<file path="config.mk">
export PLATFORM = sky130hd
export DESIGN_NAME = centipede_rom_loader
export DESIGN_NICKNAME = d
export VERILOG_FILES = /design/src/rtl/centipede_rom_loader.sv
export SDC_FILE = /design/constraint.sdc
export NUM_CORES = 1
export LEC_CHECK = 0
export ABC_CLOCK_PERIOD_IN_PS = 2300
export BUFFER_PORTS_ARGS = -buffer_cell sky130_fd_sc_hd__buf_2
export CORE_ASPECT_RATIO = 0.8
export CORE_MARGIN = 2
export CORE_UTILIZATION = 40
export DETAILED_ROUTE_END_ITERATION = 6
export HOLD_SLACK_MARGIN = 0.05
export SKIP_CTS_REPAIR_TIMING = 1
export SLEW_MARGIN = 0
export SYNTH_ARGS = -nofsm -noshare
export SYNTH_HDL_FRONTEND = slang
export SYNTH_SLANG_ARGS = --single-unit
</file>
<file path="constraint.sdc">
create_clock -name clk_sys -period 2.3 [get_ports clk_sys]
set_clock_uncertainty 0.2 [all_clocks]
set_input_delay 0.46 -clock clk_sys [delete_from_list [all_inputs] [get_ports clk_sys]]
set_output_delay 0.46 -clock clk_sys [all_outputs]
set_load 0.02 [all_outputs]
</file>
<file path="src/rtl/centipede_rom_loader.sv">
// rtl/centipede_rom_loader.sv - routes a 12 KB Centipede ROM download into program/playfield/motion-object ROM RAMs
//
// Ports:
//   clk_sys        in   1   system clock
//   reset          in   1   synchronous active-high reset
//   ioctl_download in   1   high for the duration of a ROM download
//   ioctl_wr       in   1   single-cycle byte strobe from the loader
//   ioctl_addr     in  25   byte address within the download image
//   ioctl_dout     in   8   download data byte
//   ioctl_index    in   8   image index (only 0 is loaded)
//   ioctl_wait     out  1   back-pressure while a ROM write is outstanding
//   rom_we         out  1   write request to the target ROM RAMs
//   rom_ack        in   1   target accepted the write
//   rom_sel        out  2   0 = program, 1 = playfield gfx, 2 = motion-object gfx
//   rom_addr       out 13   address within the selected region
//   rom_data       out  8   byte to write
//   busy           out  1   high in LOAD or WRITE
//   done           out  1   complete, error-free image loaded
//   err            out  1   sticky error flag for the current download
//   checksum       out  8   mod-256 sum of all accepted bytes

module centipede_rom_loader (
    input  logic        clk_sys,
    input  logic        reset,
    input  logic        ioctl_download,
    input  logic        ioctl_wr,
    input  logic [24:0] ioctl_addr,
    input  logic [7:0]  ioctl_dout,
    input  logic [7:0]  ioctl_index,
    output logic        ioctl_wait,
    output logic        rom_we,
    input  logic        rom_ack,
    output logic [1:0]  rom_sel,
    output logic [12:0] rom_addr,
    output logic [7:0]  rom_data,
    output logic        busy,
    output logic        done,
    output logic        err,
    output logic [7:0]  checksum
);

    localparam logic [24:0] IMAGE_END  = 25'h3000;
    localparam logic [24:0] PF_BASE    = 25'h2000;
    localparam logic [24:0] MO_BASE    = 25'h2800;
    localparam logic [13:0] IMAGE_SIZE = 14'd12288;

    typedef enum logic [1:0] {
        IDLE   = 2'd0,
        LOAD   = 2'd1,
        WRITE  = 2'd2,
        FINISH = 2'd3
    } state_t;

    state_t      state, state_d;
    logic        dl_prev;
    logic [13:0] byte_count, byte_count_d;
    logic [7:0]  checksum_d;
    logic        done_d, err_d;
    logic        rom_we_d, ioctl_wait_d;
    logic [1:0]  rom_sel_d;
    logic [12:0] rom_addr_d;
    logic [7:0]  rom_data_d;
    logic        dl_rise;

    assign dl_rise = ioctl_download && !dl_prev;
    assign busy    = (state == LOAD) || (state == WRITE);

    always_ff @(posedge clk_sys) begin
        if (reset) begin
            state      <= IDLE;
            dl_prev    <= 1'b0;
            byte_count <= '0;
            checksum   <= '0;
            done       <= 1'b0;
            err        <= 1'b0;
            rom_we     <= 1'b0;
            ioctl_wait <= 1'b0;
            rom_sel    <= '0;
            rom_addr   <= '0;
            rom_data   <= '0;
        end else begin
            state      <= state_d;
            dl_prev    <= ioctl_download;
            byte_count <= byte_count_d;
            checksum   <= checksum_d;
            done       <= done_d;
            err        <= err_d;
            rom_we     <= rom_we_d;
            ioctl_wait <= ioctl_wait_d;
            rom_sel    <= rom_sel_d;
            rom_addr   <= rom_addr_d;
            rom_data   <= rom_data_d;
        end
    end

    always_comb begin
        state_d      = state;
        byte_count_d = byte_count;
        checksum_d   = checksum;
        done_d       = done;
        err_d        = err;
        rom_we_d     = rom_we;
        ioctl_wait_d = ioctl_wait;
        rom_sel_d    = rom_sel;
        rom_addr_d   = rom_addr;
        rom_data_d   = rom_data;

        if (dl_rise) begin
            // A new download restarts everything, abandoning any write in flight.
            state_d      = LOAD;
            byte_count_d = '0;
            checksum_d   = '0;
            done_d       = 1'b0;
            err_d        = 1'b0;
            rom_we_d     = 1'b0;
            ioctl_wait_d = 1'b0;
        end else begin
            case (state)
                IDLE: begin
                end

                LOAD: begin
                    if (!ioctl_download) begin
                        state_d = FINISH;
                    end else if (ioctl_wr && (ioctl_index == 8'd0)) begin
                        if (ioctl_addr < IMAGE_END) begin
                            if (ioctl_addr < PF_BASE) begin
                                rom_sel_d  = 2'd0;
                                rom_addr_d = ioctl_addr[12:0];
                            end else if (ioctl_addr < MO_BASE) begin
                                rom_sel_d  = 2'd1;
                                rom_addr_d = {2'b00, ioctl_addr[10:0]};
                            end else begin
                                rom_sel_d  = 2'd2;
                                rom_addr_d = {2'b00, ioctl_addr[10:0]};
                            end
                            rom_data_d   = ioctl_dout;
                            rom_we_d     = 1'b1;
                            ioctl_wait_d = 1'b1;
                            state_d      = WRITE;
                        end else begin
                            err_d = 1'b1;
                        end
                    end
                end

                WRITE: begin
                    // A strobe here means the loader ignored ioctl_wait; the
                    // byte is lost, so flag it while the current write finishes.
                    if (ioctl_wr) begin
                        err_d = 1'b1;
                    end
                    if (rom_ack) begin
                        rom_we_d     = 1'b0;
                        ioctl_wait_d = 1'b0;
                        byte_count_d = byte_count + 14'd1;
                        checksum_d   = checksum + rom_data;
                        state_d      = ioctl_download ? LOAD : FINISH;
                    end
                end

                FINISH: begin
                    if ((byte_count == IMAGE_SIZE) && !err) begin
                        done_d = 1'b1;
                    end else begin
                        err_d = 1'b1;
                    end
                    state_d = IDLE;
                end

                default: state_d = IDLE;
            endcase
        end
    end

endmodule

</file>
# == Yosys cells after proc, flatten, opt, wreduce, memory -nomap -nowiden ==
# Cells that the tools add are included.
# word_totals
reg_bits,51
latch_bits,0
mem_bits_rw,0
mem_bits_ro,0
in_bits,46
output_inout_bits,36
word_cells,72
memories,0
# op_classes
add_sub_neg,2
multipliers,0
div_mod_pow,0
n_lt_le_gt_ge,3
n_eq_ne,16
n_shift,0
mux,21
bitwise,1
n_reduce_logical,18
# ops
cell,n
25-bit by 14-bit less-than comparator with 1-bit output (second input constant),3
14-bit by 1-bit adder with 14-bit output (second input constant),1
14-bit equality test (second input constant),1
2-bit 2-to-1 mux,7
13-bit 2-to-1 mux,1
1-bit 2-to-1 mux,10
2-bit inequality test (second input constant),5
5-bit AND reduction,2
8-bit adder,1
8-bit logical NOT,1
4-bit by 3-bit inequality test with 1-bit output (second input constant),2
4-bit AND reduction,2
3-bit by 2-bit inequality test with 1-bit output (second input constant),2
2-bit one-hot mux with 3 select lines,1
6-bit AND reduction,1
2-bit equality test (second input constant),2
2-bit by 1-bit inequality test with 1-bit output (second input constant),2
2-bit AND reduction,2
4-bit nonzero test,1
1-bit logical AND,3
3-bit inequality test (second input constant),1
1-bit one-hot mux with 3 select lines,1
3-bit nonzero test,1
2-bit by 1-bit equality test with 1-bit output (second input constant),1
other kinds (6),7

# == Logic depth before layout (Yosys ltp) ==
# Gate-level depths: netlist of the first run.
# depth
depth_word,6
ltp_mapped,8
mapped_depth_nobuf,7

# == Worst setup path before layout of the first run ==
# Ideal clock, no wire load.
# synth_timing
kind,input to register
start,input ioctl_index[4]
end,register rom_data[1]
arrival_time_ns,1.727
slack_ns,0.231
stages,7
n_path_buf,2
cell_sequence,nor4b_1 > nand4_1 > or3_1 > buf_6 > buf_6 > nand2_2 > a21oi_2
# synth_via
elab_chain_cells,3
# synth_lines
element,line,text
start: declaration,29,"input logic [7:0] ioctl_index,"
8-bit logical NOT,125,end else if (ioctl_wr && (ioctl_index == 8'd0)) begin
1-bit logical AND,125,
5-bit AND reduction (no line),n/a,
end signal: assignment,92,rom_data <= rom_data_d;
end: declaration,35,"output logic [7:0] rom_data,"
# No other way between the ends.
# A chain may end at the register's enable or synchronous reset.

# == Worst setup path after layout of the first run ==
# layout_timing
start,register state[0]
end,register byte_count[11]
# layout_via
elab_chain_cells,2
# layout_lines
element,line,text
start: declaration,54,"state_t state, state_d;"
start signal: assignment,82,state <= state_d;
2-bit equality test,118,case (state)
2-bit AND reduction (no line),n/a,
end signal: assignment,84,byte_count <= byte_count_d;
end: declaration,56,"logic [13:0] byte_count, byte_count_d;"
# No other way between the ends.

==> load_flow_metrics.sql, run 1 <==
INSERT INTO impl_metrics (metric_group, metric, value, unit) VALUES
('outcome', 'status', 'complete, no violations', ''),
('synth', 'unique_cell_type_count_in_the_yosys_netlist', '48', ''),
('power', 'power_leakage', '1.32', 'nW'),
('synth', 'synth-async-reset-ratio', '0', ''),
('synth', 'mappedNetlistArea', '2670', 'um2'),
('finish', 'insertedDiodeCount', '0', ''),
('global_route', 'global_route_total_overflow', '0', ''),
('sta', 'grt_setup_unrepaired', 'no', ''),
('sta', 'max_frequency', '458', 'MHz'),
('setup_path', 'worst_ep_arrival_time', '2.22', 'ns'),
('detailed_routing', 'route.detailed.drc', '0', ''),
('clock_network', 'cts-root-buf', 'clkbuf_8', ''),
('sta', 'setup-tns-final', '0', 'ns'),
('synth', 'synth-edff-count', '0', ''),
('synth', 'synth_fp_nets', '368', ''),
('finish', 'finalCoreUtilization', '0.507', ''),
('finish', 'reg_area', '1020', 'um2'),
('sta', 'hold_viol_final', '0', ''),
('detailed_routing', 'postRouteAntennaNets', '0', ''),
('finish', 'filler_cell_count', '643', ''),
('synth', 'postSynth.topFlopCell', 'dfxtp_1', ''),
('global_route', 'grt_antenna_before_repair', '0', ''),
('detailed_routing', 'number_of_drc_markers_in_iteration_0', '70', ''),
('detailed_routing', 'routed-via-count', '2343', ''),
('place', 'detailedPlacementHpwl', '4.50', 'mm'),
('die', 'die-area', '7350', 'um2'),
('sta', 'hold_slack', '0.194', 'ns'),
('job', 'maxCapViolCount', '0', ''),
('clock_network', 'clock_tree_from_tritoncts', 'yes', ''),
('global_route', 'grt_use_total', '0.172', ''),
('finish', 'design.final.nets', '448', ''),
('die', 'fp-row-count', '26', ''),
('clock_network', 'clkLatencyLatePin', '0.30', 'ns'),
('global_route', 'grt_first_pass_wirelength', '10.2', 'mm'),
('finish', 'final_layout_size_suffix_gt1_frac', '0.375', ''),
('detailed_routing', 'detail_route.vias_per_cell', '4.95', ''),
('power', 'ir_worst_vdd', '208', 'uV'),
('clock_network', 'clock_sinks', '51', ''),
('setup_path', 'crit_fanout', '7', ''),
('synth', 'synth_cells', '308', ''),
('min_path', 'hold_path.class', 'in2reg', ''),
('synth', 'synthesis.yosys.warnings', '0', ''),
('die', 'die_width', '95.4', 'um'),
('clock_network', 'numCtsBuffers', '5', ''),
('synth', 'sequential_to_total_area_share_from_yosys_stat', '0.382', ''),
('global_route', 'grt_start_max_net_pins', '28', ''),
('clock_network', 'cts-htree-levels', '2', ''),
('setup_path', 'worstSetupStartpointType', 'register', ''),
('power', 'fin_total_pwr', '1.64', 'mW'),
('sta', 'slew_viol_final', '0', ''),
('sta', 'period_needed', '2.18', 'ns'),
('setup_path', 'end_kind', 'register', ''),
('die', 'core_area', '6410', 'um2'),
('global_route', 'first_global_vias', '2357', ''),
('setup_path', 'crit_type', 'reg2reg', ''),
('die', 'die_h', '77.1', 'um'),
('clock_network', 'clock_tree.buffer_depth', '2', ''),
('synth', 'syn-mean-instance-area', '8.67', 'um2'),
('die', 'count_of_pins_on_the_block_boundary', '82', ''),
('die', 'floorplan.initialDensity', '0.417', ''),
('place', 'place_congestion', '0.784', ''),
('synth', 'yosys_register_bits', '51', ''),
('place', 'port-buffer-count', '81', ''),
('sta', 'worst_slew_pin_slew', '0.416', 'ns'),
('sta', 'max_slew_margin', '0.715', ''),
('finish', 'multiInputGateArea', '1490', 'um2'),
('power', 'pwr_density_cell', '505', 'nW/um2'),
('setup_path', 'timing.critical_path.required', '2.33', 'ns'),
('finish', 'area_growth', '21.5', '%'),
('clock_network', 'clk_pin_slew', '0.09', 'ns'),
('detailed_routing', 'detail_routed_net_length_per_standard_cell', '12.3', 'um'),
('sta', 'final_cycle_share', '0.949', ''),
('detailed_routing', 'drt_pre_antenna_iters', '4', ''),
('detailed_routing', 'final_routed_wirelength', '5.83', 'mm'),
('sta', 'finalSetupViolations', '0', '');
## logic make-up after synthesis
group,share of synthesized area
simple gates,0.272
compound gates,0.167
flops,0.382
buf+inv,0.0604
xor+xnor,0.0459
fa+ha+maj,0.0684
mux,0.00422
## metrics by stage
stage,instance area (um2),setup slack (ns),std cells
finish,3250,0.117,473
global route,3250,0.0182,473
CTS,3250,0.137,473
detailed placement,3150,0.0752,465
global placement,3150,0.0871,465
floorplan,2670,0.231,308
## routing by layer
layer  wire [um]  track usage
met3         362       0.0501
met2        2530        0.272
met4          67       0.0522
met1        2870        0.224
met5           0            0
## where the power goes
group	switching, mW	total [mW]	internal, mW
sequential	0.0110	0.903	0.892
combinational	0.0993	0.174	0.0747
clock	0.289	0.564	0.275
total	0.399	1.64	1.24
## synthesized netlist by cell type, types with 4 or more instances
cell      instances  share of area
nand2_2          20          0.047
o21ai_0           7          0.013
xor2_1            9          0.030
clkbuf_1          6         0.0084
ha_1             13          0.061
or3_1             6          0.014
xnor2_1           5          0.016
nand4_1           5          0.012
buf_6             4          0.017
a21oi_1          19          0.036
inv_1            11          0.015
a21oi_2          19          0.062
dfxtp_1          51           0.38
nand2_1          48          0.067
nor2_1           20          0.028
and3_1            5          0.012
nand3_1          10          0.019
nor3_1            6          0.011
## critical path, cell delays in order, from the launching register on
cell and delay, ns:
dfxtp_1 0.36, inv_1 0.09, ha_1 0.23, nand3_2 0.10, or4_1 0.61, or3_1 0.39, a21oi_1 0.14
## final timing paths
check        cells past startpoint  slack (ns)     startpoint             end
min reg2reg                      2        0.25           done            done
max                              6        0.12       state[0]  byte_count[11]
max reg2reg                      6        0.12       state[0]  byte_count[11]
min                              3        0.19  ioctl_dout[7]     rom_data[7]
## flip-flops by register name, indices dropped and copies added, names as in the netlist
signal,count
rom_sel,2
checksum,8
rom_data,8
byte_count,14
done,1
rom_addr,13
state,2
err,1
rom_we,1
dl_prev,1
## layout make-up
class                   instances  area share
flip-flops and latches         51       0.314
multi-input cells             230       0.459
clock buffers                   8      0.0308
repair buffers                 89       0.151
well taps                      84      0.0324
inverters                      11      0.0127
## cell usage in the layout (no fill, tap or decap), drive strengths merged, types with 2 or more instances in the layout
cell     Yosys  final
nor2        20     20
nand2       68     68
a21oi       38     38
nor3         7      7
or2          2      2
a31oi        2      2
o31a         2      2
nor2b        2      2
ha          13     13
or3          6      6
buf          8     89
nor4         5      5
o2111ai      2      2
xnor2        5      5
nand4        5      5
clkbuf       8      8
a2111oi      2      2
o21ai        7      7
xor2         9      9
nand3       12     12
dfxtp       51     51
and3         5      5
inv         11     11
nor4b        2      2
a21o         2      2
No activity file was read; power rests on OpenSTA's default activity.
==> run 2, diff against run 1 <==
- SETUP_SLACK_MARGIN: unset -> 0.5
==> load_flow_metrics.sql, run 2 (synthesis results as in run 1) <==
INSERT INTO impl_metrics (metric_group, metric, value, unit) VALUES
('outcome', 'status', 'complete, no violations', ''),
('detailed_routing', 'drt_pre_antenna_iters', '4', ''),
('finish', 'final_design_area_no_fill', '4030', 'um2'),
('die', 'core_area', '6410', 'um2'),
('global_route', 'grt_start_max_net_pins', '28', ''),
('finish', 'insertedDiodeCount', '0', ''),
('place', 'post-place-ws', '0.100', 'ns'),
('sta', 'final_cycle_share', '0.864', ''),
('setup_path', 'timing.critical_path.required', '2.35', 'ns'),
('sta', 'slew_viol_final', '0', ''),
('sta', 'hold_slack', '0.176', 'ns'),
('setup_path', 'worstSetupStartpointType', 'register', ''),
('sta', 'setup_slack', '0.312', 'ns'),
('clock_network', 'clock_tree.buffer_depth', '2', ''),
('place', 'detailedPlacementHpwl', '4.56', 'mm'),
('detailed_routing', 'routed-via-count', '2553', ''),
('clock_network', 'cts-htree-levels', '2', ''),
('finish', 'area_growth', '50.7', '%'),
('setup_path', 'worst_ep_arrival_time', '2.04', 'ns'),
('power', 'seq_power_share', '0.509', ''),
('die', 'floorplan.initialDensity', '0.417', ''),
('clock_network', 'clock_sinks', '51', ''),
('detailed_routing', 'postRouteAntennaNets', '0', ''),
('setup_path', 'crit_fanout', '8', ''),
('place', 'port-buffer-count', '81', ''),
('clock_network', 'numCtsBuffers', '5', ''),
('sta', 'worst_slew_pin_slew', '0.448', 'ns'),
('clock_network', 'clk_pin_slew', '0.09', 'ns'),
('detailed_routing', 'route.detailed.drc', '0', ''),
('sta', 'finalSetupViolations', '0', ''),
('finish', 'design.final.nets', '466', ''),
('job', 'maxCapViolCount', '0', ''),
('die', 'die_h', '77.1', 'um'),
('global_route', 'grt_first_pass_wirelength', '9.99', 'mm'),
('sta', 'setup-tns-final', '0', 'ns'),
('setup_path', 'cpLargestDelayFamily', 'compound AO/OA/AOI/OAI gates', ''),
('detailed_routing', 'detail_routed_net_length_per_standard_cell', '15.0', 'um'),
('finish', 'layout.cells.most_common_list', '76 x buf_2, 37 x dfxtp_1, 29 x nand2_1, 27 x a21oi_2, 22 x nand2_4', ''),
('finish', 'mostFrequentLayoutCell', 'buf_2', ''),
('power', 'power_leakage', '1.61', 'nW'),
('global_route', 'global_route_total_overflow', '0', ''),
('clock_network', 'clkLatencyLatePin', '0.31', 'ns'),
('clock_network', 'clock_tree_from_tritoncts', 'yes', ''),
('place', 'place_congestion', '0.800', ''),
('setup_path', 'crit_type', 'reg2reg', ''),
('detailed_routing', 'detail_route.vias_per_cell', '5.20', ''),
('sta', 'grt_setup_unrepaired', 'yes', ''),
('die', 'die-area', '7350', 'um2'),
('finish', 'largest-register', 'byte_count', ''),
('power', 'p_int', '1.32', 'mW'),
('die', 'count_of_pins_on_the_block_boundary', '82', ''),
('sta', 'hold_viol_final', '0', ''),
('finish', 'largest_register_ff_count', '14', ''),
('die', 'fp-row-count', '26', ''),
('sta', 'period_needed', '1.99', 'ns'),
('detailed_routing', 'final_routed_wirelength', '7.37', 'mm'),
('setup_path', 'critical-path-max-stage-delay', '0.40', 'ns'),
('power', 'pwr_density_cell', '439', 'nW/um2'),
('power', 'combPwrFrac', '0.133', ''),
('finish', 'largestRegisters', 'byte_count: 14 flops, rom_addr: 13 flops', ''),
('finish', 'final_layout_size_suffix_gt1_frac', '0.582', ''),
('setup_path', 'end_kind', 'register', ''),
('global_route', 'first_global_vias', '2241', ''),
('power', 'ir_worst_vdd', '268', 'uV'),
('clock_network', 'cts-root-buf', 'clkbuf_8', ''),
('sta', 'max_slew_margin', '0.700', ''),
('setup_path', 'crit_slowest_cell', 'a2111oi_2', ''),
('global_route', 'grt_use_total', '0.170', ''),
('detailed_routing', 'number_of_drc_markers_in_iteration_0', '119', ''),
('power', 'sw_frac_of_total', '0.253', ''),
('power', 'power.share.clock', '0.358', ''),
('sta', 'max_frequency', '503', 'MHz'),
('power', 'power_switching', '447', 'uW'),
('min_path', 'hold_path.class', 'in2reg', ''),
('place', 'place_area', '3200', 'um2'),
('setup_path', 'cp.buffers_inverters', '1', ''),
('global_route', 'grt_antenna_before_repair', '0', ''),
('die', 'die_width', '95.4', 'um'),
('setup_path', 'critical_path.cell_chain', 'inv_4, ha_4, or2b_4, nand4_1, a2bb2oi_4, a2111oi_2, o31a_1', '');
[run 2: cell type report]
class | count | area, um2
Sequential cell | 51 | 1050
Timing Repair Buffer | 107 | 742
Clock inverter | 1 | 30.0
Multi-Input combinational cell | 230 | 1980
Fill cell | 532 | 2380
Tap cell | 84 | 105
Inverter | 11 | 43.8
Clock buffer | 7 | 76.3
[run 2: worst paths after layout]
check           startpoint           to  slack [ns]  cells past startpoint
min reg2reg           done         done        0.25                      2
max reg2reg       state[0]     state[0]        0.31                      7
max               state[0]     state[0]        0.31                      7
min          ioctl_dout[1]  rom_data[1]        0.18                      3
[run 2: power by group through the flow]
stage / registers (mW) / clock network, mW / logic, mW
global route: 0.902 / 0.683 / 0.256
finish: 0.900 / 0.633 / 0.234
detailed placement: 0.924 / 0 / 0.177
floorplan: 0.926 / 0 / 0.104
CTS: 0.903 / 0.646 / 0.177
global placement: 0.924 / 0 / 0.175
[run 2: routing by layer]
metal | GRT usage | up-vias | share of wire
met4 | 0.0478 | 0 | 0.012
met3 | 0.0383 | 10 | 0.049
li1 | - | 1264 | -
met1 | 0.229 | 1208 | 0.47
met2 | 0.270 | 71 | 0.47
met5 | 0 | - | 0
[run 2: worst min-delay path: stages]
cell and delay [ns]:
buf_2 0.10, nand2_2 0.05, a21oi_2 0.04
[run 2: per-stage QoR]
step           total power, mW  utilization  cells
2_1_floorplan             1.03            -    308
3_3_place_gp              1.10        0.499    463
3_5_place_dp              1.10        0.499    463
4_1_cts                   1.73        0.515    471
5_1_grt                   1.84        0.628    491
6_report                  1.77        0.628    491
==> run 3, diff against run 2 <==
- REMOVE_ABC_BUFFERS: unset -> 1
==> load_flow_metrics.sql, run 3 (synthesis results as in run 1) <==
INSERT INTO impl_metrics (metric_group, metric, value, unit) VALUES
('sta', 'final_cycle_share', '0.856', ''),
('detailed_routing', 'postRouteAntennaNets', '0', ''),
('clock_network', 'cts-root-buf', 'clkbuf_8', ''),
('clock_network', 'clock_sinks', '51', ''),
('finish', 'layout.cells.most_common_list', '79 x buf_2, 45 x nand2_1, 40 x dfxtp_1, 26 x a21oi_2, 21 x nand2_4', ''),
('clock_network', 'numCtsBuffers', '5', ''),
('finish', 'design.final.nets', '456', ''),
('die', 'die_h', '77.1', 'um'),
('setup_path', 'worst_ep_arrival_time', '2.00', 'ns'),
('place', 'detailedPlacementHpwl', '4.37', 'mm'),
('power', 'power_leakage', '1.41', 'nW'),
('power', 'combPwrFrac', '0.119', ''),
('power', 'sw_frac_of_total', '0.244', ''),
('setup_path', 'end_kind', 'register', ''),
('setup_path', 'timing.critical_path.required', '2.33', 'ns'),
('power', 'seq_power_share', '0.543', ''),
('power', 'ir_worst_vdd', '329', 'uV'),
('die', 'count_of_pins_on_the_block_boundary', '82', ''),
('finish', 'count_of_placed_standard_cells_in_the_final_layout_fillers_left_out', '481', ''),
('clock_network', 'clock_tree_from_tritoncts', 'yes', ''),
('place', 'place_congestion', '0.777', ''),
('setup_path', 'worstSetupStartpointType', 'register', ''),
('place', 'port-buffer-count', '81', ''),
('place', 'placedCellCount', '466', ''),
('finish', 'final_layout_size_suffix_gt1_frac', '0.519', ''),
('sta', 'setup-tns-final', '0', 'ns'),
('die', 'core_area', '6410', 'um2'),
('global_route', 'first_global_vias', '2175', ''),
('detailed_routing', 'drt_pre_antenna_iters', '4', ''),
('power', 'power_switching', '404', 'uW'),
('sta', 'max_frequency', '508', 'MHz'),
('sta', 'hold_viol_final', '0', ''),
('setup_path', 'cp.buffers_inverters', '1', ''),
('setup_path', 'crit_type', 'reg2reg', ''),
('setup_path', 'crit_fanout', '6', ''),
('job', 'maxCapViolCount', '0', ''),
('power', 'pwr_density_cell', '439', 'nW/um2'),
('sta', 'period_needed', '1.97', 'ns'),
('finish', 'area_growth', '41.3', '%'),
('clock_network', 'clock_tree.buffer_depth', '2', ''),
('detailed_routing', 'detail_route.vias_per_cell', '5.09', ''),
('sta', 'slew_viol_final', '0', ''),
('setup_path', 'critical-path-max-stage-delay', '0.59', 'ns'),
('global_route', 'grt_use_total', '0.160', ''),
('outcome', 'status', 'complete, no violations', ''),
('finish', 'largest-register', 'byte_count', ''),
('sta', 'finalSetupViolations', '0', ''),
('die', 'fp-row-count', '26', ''),
('global_route', 'grt_first_pass_wirelength', '9.63', 'mm'),
('global_route', 'global_route_total_overflow', '0', ''),
('detailed_routing', 'detail_routed_net_length_per_standard_cell', '13.5', 'um'),
('clock_network', 'clk_pin_slew', '0.09', 'ns'),
('detailed_routing', 'routed-via-count', '2447', ''),
('global_route', 'grt_start_max_net_pins', '24', ''),
('setup_path', 'critical_path.cell_chain', 'inv_4, ha_4, nand3_2, or4_4, or3_4, a21oi_2', ''),
('detailed_routing', 'number_of_drc_markers_in_iteration_0', '48', ''),
('power', 'power.share.clock', '0.337', ''),
('setup_path', 'crit_slowest_cell', 'or4_4', ''),
('die', 'floorplan.initialDensity', '0.417', ''),
('die', 'die_width', '95.4', 'um'),
('setup_path', 'cpLargestDelayFamily', 'simple AND/OR/NAND/NOR gates', ''),
('power', 'p_int', '1.25', 'mW'),
('sta', 'worst_slew_pin_slew', '0.387', 'ns'),
('global_route', 'grt_antenna_before_repair', '0', ''),
('finish', 'insertedDiodeCount', '0', ''),
('die', 'die-area', '7350', 'um2'),
('finish', 'finalCoreUtilization', '0.589', ''),
('finish', 'largestRegisters', 'byte_count: 14 flops, rom_addr: 13 flops', ''),
('min_path', 'hold_path.class', 'in2reg', ''),
('finish', 'largest_register_ff_count', '14', ''),
('sta', 'max_slew_margin', '0.735', ''),
('sta', 'grt_setup_unrepaired', 'yes', ''),
('clock_network', 'clkLatencyLatePin', '0.30', 'ns'),
('detailed_routing', 'final_routed_wirelength', '6.48', 'mm'),
('clock_network', 'cts-htree-levels', '2', ''),
('detailed_routing', 'route.detailed.drc', '0', ''),
('sta', 'setup_slack', '0.331', 'ns'),
('place', 'post-place-ws', '0.0147', 'ns'),
('finish', 'mostFrequentLayoutCell', 'buf_2', '');
[run 3: cell type report]
type / count / area (um2)
flip-flops and latches: 51 / 1050
fillers: 571 / 2630
multi-input cells: 230 / 1870
well taps: 84 / 105
clock buffers: 8 / 100
inverters: 11 / 43.8
repair buffers: 97 / 606
[run 3: through the flow]
step	total power, mW	hold slack [ns]	instance area, um2
after floorplan	1.01	0.258	2550
after global placement	1.10	0.233	3150
after detailed placement	1.10	0.237	3150
after CTS	1.65	0.198	3250
after global routing	1.73	0.198	3770
final	1.66	0.201	3770
[run 3: layer usage]
layer | share of wire | wire length, um | track usage
met3 | 0.064 | 418 | 0.0393
met5 | 0 | 0 | 0
met2 | 0.45 | 2930 | 0.249
met4 | 0.010 | 66 | 0.0391
met1 | 0.47 | 3070 | 0.221
[run 3: power by group through the flow]
stage | sequential [mW] | clock (mW) | combinational, mW
2_1_floorplan | 0.928 | 0 | 0.0776
3_3_place_gp | 0.922 | 0 | 0.173
3_5_place_dp | 0.923 | 0 | 0.175
4_1_cts | 0.902 | 0.576 | 0.176
5_1_grt | 0.901 | 0.608 | 0.218
6_report | 0.900 | 0.559 | 0.197
[run 3: worst min-delay path: stages]
cell and delay, ns:
buf_2 0.09, nand2_1 0.06, a21oi_2 0.05
[run 3: worst paths after layout]
path / endpoint / start / cells after the start / slack (ns)
worst max-delay path: byte_count[11] / state[0] / 6 / 0.33
worst min-delay path: rom_addr[5] / ioctl_addr[5] / 3 / 0.20
worst max register to register: byte_count[11] / state[0] / 6 / 0.33
worst min register to register: done / done / 2 / 0.25
